File: config.mk
export PLATFORM = sky130hd
export DESIGN_NAME = crc_serial_gen
export DESIGN_NICKNAME = d
export VERILOG_FILES = /design/src/rtl/crc_serial_gen.sv
export SDC_FILE = /design/constraint.sdc
export NUM_CORES = 1
export LEC_CHECK = 0
export ABC_AREA = 1
export CELL_PAD_IN_SITES_DETAIL_PLACEMENT = 2
export CELL_PAD_IN_SITES_GLOBAL_PLACEMENT = 2
export CORE_ASPECT_RATIO = 0.9
export CORE_UTILIZATION = 25
export DETAILED_ROUTE_END_ITERATION = 10
export GPL_TIMING_DRIVEN = 1
export PLACE_DENSITY_LB_ADDON = 0.15
export REMOVE_ABC_BUFFERS = 1
export SYNTH_ARGS = -nofsm -noshare
export SYNTH_HDL_FRONTEND = slang
export SYNTH_SLANG_ARGS = --single-unit
File: constraint.sdc
create_clock -name clk -period 2.3 [get_ports clk]
set_input_delay 0.46 -clock clk [delete_from_list [all_inputs] [get_ports clk]]
set_output_delay 0.46 -clock clk [all_outputs]
set_load 0.03 [all_outputs]
File: src/rtl/crc_serial_gen.sv
// Serial CRC generator/checker. Payload bits arrive LSB first while active=1.
// In generate mode the CRC is shifted out LSB first; in check mode a verdict is pulsed.
module crc_serial_gen #(
  parameter int                   CRC_WIDTH = 8,
  parameter logic [CRC_WIDTH-1:0] TAPS      = 8'h44,
  parameter logic [CRC_WIDTH-1:0] SEED      = 8'hD8
) (
  input  logic clk,
  input  logic rst,
  input  logic data,
  input  logic active,
  input  logic mode,
  output logic crc,
  output logic valid,
  output logic busy,
  output logic chk_done,
  output logic chk_ok
);

  localparam int CNT_W = $clog2(CRC_WIDTH + 1);

  typedef enum logic [1:0] {IDLE, CALC, SHIFT} state_t;

  state_t               state;
  logic [CRC_WIDTH-1:0] lfsr;
  logic [CNT_W-1:0]     cnt;
  logic                 mode_q;

  // Right-shifting LFSR; TAPS[CRC_WIDTH-1] is never consulted, the top stage always takes fb.
  function automatic logic [CRC_WIDTH-1:0] lfsr_step(input logic [CRC_WIDTH-1:0] s,
                                                     input logic                 d);
    logic                 fb;
    logic [CRC_WIDTH-1:0] n;
    fb = d ^ s[0];
    n  = '0;
    n[CRC_WIDTH-1] = fb;
    for (int i = 0; i < CRC_WIDTH - 1; i++)
      n[i] = s[i+1] ^ (TAPS[i] & fb);
    return n;
  endfunction

  always_ff @(posedge clk or negedge rst) begin
    if (!rst) begin
      state    <= IDLE;
      lfsr     <= SEED;
      cnt      <= '0;
      mode_q   <= 1'b0;
      crc      <= 1'b0;
      valid    <= 1'b0;
      busy     <= 1'b0;
      chk_done <= 1'b0;
      chk_ok   <= 1'b0;
    end else begin
      chk_done <= 1'b0;
      chk_ok   <= 1'b0;
      case (state)
        IDLE: begin
          if (active) begin
            lfsr   <= lfsr_step(SEED, data);
            mode_q <= mode;
            busy   <= 1'b1;
            state  <= CALC;
          end else begin
            lfsr <= SEED;
          end
        end
        CALC: begin
          if (active) begin
            lfsr <= lfsr_step(lfsr, data);
          end else if (mode_q) begin
            // Payload plus appended CRC leaves the register at zero when intact.
            chk_done <= 1'b1;
            chk_ok   <= (lfsr == '0);
            lfsr     <= SEED;
            busy     <= 1'b0;
            state    <= IDLE;
          end else begin
            crc   <= lfsr[0];
            valid <= 1'b1;
            lfsr  <= lfsr >> 1;
            cnt   <= CNT_W'(1);
            state <= SHIFT;
          end
        end
        SHIFT: begin
          // active is ignored here; the frame's CRC always completes untouched.
          if (cnt == CNT_W'(CRC_WIDTH)) begin
            crc   <= 1'b0;
            valid <= 1'b0;
            busy  <= 1'b0;
            lfsr  <= SEED;
            cnt   <= '0;
            state <= IDLE;
          end else begin
            crc  <= lfsr[0];
            lfsr <= lfsr >> 1;
            cnt  <= cnt + CNT_W'(1);
          end
        end
        default: begin
          state <= IDLE;
          lfsr  <= SEED;
          cnt   <= '0;
          crc   <= 1'b0;
          valid <= 1'b0;
          busy  <= 1'b0;
        end
      endcase
    end
  end

endmodule

==> Word level (Yosys, flattened, before mapping) <==
Cells that the tools add are included.
{ "word_totals": {"regBits": 20, "latch_bits": 0, "ram_bits": 0, "romBits": 0, "in_bits": 5, "output_inout_bits": 5, "word_cells": 62, "memories": 0} }
{ "classes": {"addsub": 1, "mul": 0, "div": 0, "order_cmp": 0, "eq_ne": 8, "n_shift": 0, "n_mux": 32, "bitwise": 5, "n_reduce_logical": 7} }
{ "op_table": {"columns": ["operator", "count"], "rows": [
  ["$mux W8", 4],
  ["$pmux W8 S3", 1],
  ["$mux W1", 15],
  ["$mux W4", 3],
  ["$pmux W4 S3", 1],
  ["$ne A2 B2 Y1 const B", 5],
  ["$pmux W1 S3", 3],
  ["$logic_not A8 Y1", 1],
  ["$mux W2", 4],
  ["$reduce_and A4 Y1", 2],
  ["$pmux W2 S3", 1],
  ["$reduce_and A3 Y1", 2],
  ["$add A4 B1 Y4 const B", 1],
  ["$eq A4 B4 Y1 const B", 1],
  ["$xor A1 B1 Y1", 3],
  ["$eq A2 B1 Y1 const B", 1],
  ["$eq A2 B2 Y1 const B", 1],
  ["$logic_not A2 Y1", 1],
  ["$not A1 Y1", 2],
  ["$reduce_and A2 Y1", 1]
]} }

==> Longest topological paths before layout <==
{ "depth": {"word_depth": 4, "ltp_mapped": 8, "ltp_nobuf": 8} }

==> Worst setup path after synthesis <==
OpenSTA, ideal clock, no wires.
{ "synth_path": {"path_kind": "register to register", "startpoint": "reg state[1]", "endpoint": "reg cnt[2]", "setup_time_ps": 119, "t_arrival_ps": 1172, "t_required_ps": 2181, "path_slack_ps": 1009, "path_stages_with_launch": 8, "n_path_buf": 0, "period_less_slack_ps": 1291, "path_cell_list": "dfrtp_1 > inv_1 > ha_1 > nand2_2 > nand3_2 > inv_2 > a21oi_1 > nor2_1"} }
{ "synth_between": {"elab_chain_cells": 3, "elab_cells_between_ends": 8, "classes_between": "eq/ne: 4; mux: 1; bitwise: 1; reduce/logical: 2"} }
{ "synth_rtl": {"columns": ["element", "line", "text"], "rows": [
  ["start, declared", "24", "state_t state;"],
  ["start signal, assigned", "44", "state <= IDLE;"],
  ["start signal, assigned", "62", "state <= CALC;"],
  ["start signal, assigned", "76", "state <= IDLE;"],
  ["$eq A2 B1 Y1 or $logic_not A2 Y1 (tied branches)", "56", "case (state)"],
  ["$ne A2 B2 Y1 (no line) or $not A1 Y1 (tied branches)", null, null],
  ["$reduce_and A3 Y1 (no line)", null, null],
  ["end signal, assigned", "97", "cnt <= cnt + CNT_W'(1);"],
  ["end, declared", "26", "logic [CNT_W-1:0] cnt;"]
]} }
Several ways; a longest one is shown, not always the timed one.
A chain may end at the register's enable or synchronous reset.

==> Worst setup path in the final report <==
{ "layout_path": {"startpoint": "reg valid", "endpoint": "out valid"} }
{ "layout_lines": {"columns": ["element", "line", "text"], "rows": [
  ["start, declared", "14", "output logic valid,"],
  ["start signal, assigned", "49", "valid <= 1'b0;"],
  ["start signal, assigned", "79", "valid <= 1'b1;"],
  ["start signal, assigned", "89", "valid <= 1'b0;"]
]} }
No word-level cell between the ends.

==> results by group <==
Synthesis
  • Post-Syn Instances: 126
  • Mapped Area: 1060 sq um
  • Yosys warns: 0
  • Post-synthesis sequential area ratio: 47.8%
  • Distinct cell type count after synthesis: 22
  • FF+latch count, synth: 20
  • Syn Area/Cell: 8.39 sq um

Final layout
  • Diode count: 0
  • Fillers: 474
  • Share of post-route cells with drive strength above 1: 15.1%
  • NumNets Final: 151
  • Utilization after layout: 30.7%
  • Area Overhead vs Synth: 18.1%
  • Most frequent cells in the layout: 21 x inv_1, 21 x nand2_1, 16 x dfrtp_1, 13 x nor2_1, 12 x nand3_1
  • Post-route insts no fill: 187

Worst hold path
  • Hold Crit Class: reg -> reg
  • HP Start: crc
  • Hold Crit Endpoint: crc
  • Hold path cells: 2

Die
  • Core Rows: 22
  • I/O pin count: 10
  • Core Area: 4070 sq um
  • Width of the die: 70.6 um
  • Die H: 63.7 um
  • Initial Util: 26.0%
  • Die area: 4490 sq um

Pwr
  • Logic gate share of total power: 48.6%
  • Clock Power Share: 15.8%
  • Design Power: 0.00158 W
  • Switching pwr: 0.000719 W
  • Sequential Power Share: 35.6%
  • LEAKAGE: 0.595 nW
  • Power Density: 1270 nW/um^2
  • Switching Share: 45.4%
  • Internal power: 0.000865 W
  • Peak VDD IR: 0.411 mV

STA
  • Tmin final: 1750 ps
  • Rel. slew slack: 61.4%
  • Final setup skew: 4.27 ps
  • Tightest Pin Transition: 577 ps
  • Fmax: 572 MHz
  • Fin Setup TNS: 0 ps
  • Final setup fails: 0
  • RSZ-0062 raised after global routing: false
  • Part of the cycle the worst path needs: 76.1%
  • Final Hold Vio Count: 0
  • Slew Limit Fails: 0
  • Hold WS: 485 ps

Clocking
  • Worst-Skew Late Latency: 260 ps
  • Clk sinks: 20
  • Cts hold-fix bufs: 0
  • Maximum level of the CTS H-tree: 1
  • Clock slew at reported path FFs: 80 ps
  • CTS Buffer Depth: 2
  • Count of cells resized by post-cts repair: 0
  • Clock Root Buffer: clkbuf_8
  • CTS Buf Count: 3
  • Post-CTS Setup Bufs: 0
  • CTS tree: yes

GRT
  • GRT Residual Overflow: 0
  • First-pass GRT wire length: 4710 um
  • Vias in the first global route: 953
  • Gr usage total: 13.8%
  • Antenna violations before repair: 0
  • Largest net degree at the start of global routing: 13

Job
  • Max Cap Violations: 0

Setup path
  • Slowest stage delay, CP: 670 ps
  • CP Class: reg -> out
  • CP Capture Type: output port
  • RR Endpoint: cnt[0]
  • CP Launch Type: flop
  • Reg2Reg Launch Point: state[0]
  • Worst EP arrival: 1290 ps
  • Top delay family on crit path: buffers and inverters
  • Worst-path maximum fanout: 2
  • Cell chain of the critical path: clkdlybuf4s50_1
  • Reg2Reg Depth: 7
  • CP Buf/Inv Count: 1
  • Crit. path cell count: 1
  • R2R Setup Slk: 720 ps
  • Slowest CP cell: clkdlybuf4s50_1
  • Worst Path Required: 1840 ps

Placement
  • PortBufs: 9
  • Detailed placement HPWL: 2220 um
  • Placed cell count: 183
  • Gpl congestion: 0.760

Status
  • Failing checks: DRC
  • Run status: finished with violations

Routing
  • Initial DRT Pass Iterations: 6
  • Vias: 860
  • Routed wire length: 2790 um
  • Via/cell ratio: 4.60
  • DRC errors left: 2
  • Initial drt markers: 22
  • Final ANT Viol Nets: 0
  • Wire per inst: 14.9 um
-- worst max path at each step --
stage	endpoint	start	slack [ps]
6_report	valid	valid	550
3_3_place_gp	cnt[0]	active	430
2_1_floorplan	cnt[2]	state[1]	1010
5_1_grt	valid	valid	520
4_1_cts	valid	valid	540
3_5_place_dp	cnt[0]	active	410
-- cell usage after synthesis --
cell type / number / area share, %
inv_1: 21 / 7.5
nand2_1: 21 / 7.5
dfrtp_1: 16 / 38
nor2_1: 13 / 4.6
nand3_1: 12 / 5.7
ha_1: 6 / 7.1
o21ai_0: 6 / 2.8
a21oi_1: 4 / 1.9
dfstp_2: 4 / 9.9
inv_2: 3 / 1.1
nand2_2: 3 / 1.8
o211ai_1: 3 / 2.1
nand3_2: 2 / 1.9
nand4_1: 2 / 1.2
nor2_2: 2 / 1.2
o21ai_1: 2 / 0.95
buf_6: 1 / 1.1
mux2_2: 1 / 1.1
nor3_1: 1 / 0.47
nor3_2: 1 / 0.95
o21ai_2: 1 / 0.83
o22ai_1: 1 / 0.59
-- flip-flops by register name, indices dropped and copies added (netlist names) --
| signal | cells |
|---|---|
| busy | 1 |
| chk_done | 1 |
| chk_ok | 1 |
| cnt | 4 |
| crc | 1 |
| lfsr | 8 |
| mode_q | 1 |
| state | 2 |
| valid | 1 |
-- area by class of cell --
cell class / count / area, sq um / area share (%)
inverter: 24 / 90.1 / 7.21
sequential: 20 / 505 / 40.5
tap: 48 / 60.1 / 4.81
timing repair buffer: 10 / 97.6 / 7.82
multi-input combinational: 81 / 450 / 36.1
clock buffer: 4 / 45.0 / 3.61
-- metal layers --
metal,vias to the layer above,GRT usage [%],share of wire (%)
met5,-,0,0
met4,0,3.00,0.50
met3,2,3.36,2.5
met2,10,22.5,46
met1,422,18.5,51
li1,426,-,-
-- metrics by stage --
stage	cell area [sq um]	setup WS (ps)
3_5_place_dp	1200	409
6_report	1250	551
3_3_place_gp	1200	425
4_1_cts	1250	543
2_1_floorplan	1050	1010
5_1_grt	1250	519
-- power by group through the flow --
stage	Sequential, W	Clock (W)	Combinational (W)
detailed placement	0.000574	0	0.000782
global placement	0.000570	0	0.000773
floorplan	0.000589	0	0.000504
global route	0.000584	0.000269	0.000873
finish	0.000563	0.000251	0.000770
CTS	0.000568	0.000260	0.000788
-- cell families (layout without fill, tap and decap cells) --
| kind of cell | after synthesis | in the layout | synth area share [%] |
|---|---|---|---|
| mux | 1 | 1 | 1.07 |
| simple gates | 57 | 57 | 25.2 |
| flops | 20 | 20 | 47.8 |
| buf+inv | 25 | 38 | 9.59 |
| fa+ha+maj | 6 | 6 | 7.10 |
| compound gates | 17 | 17 | 9.23 |
Power figures use the tool's default switching activity.
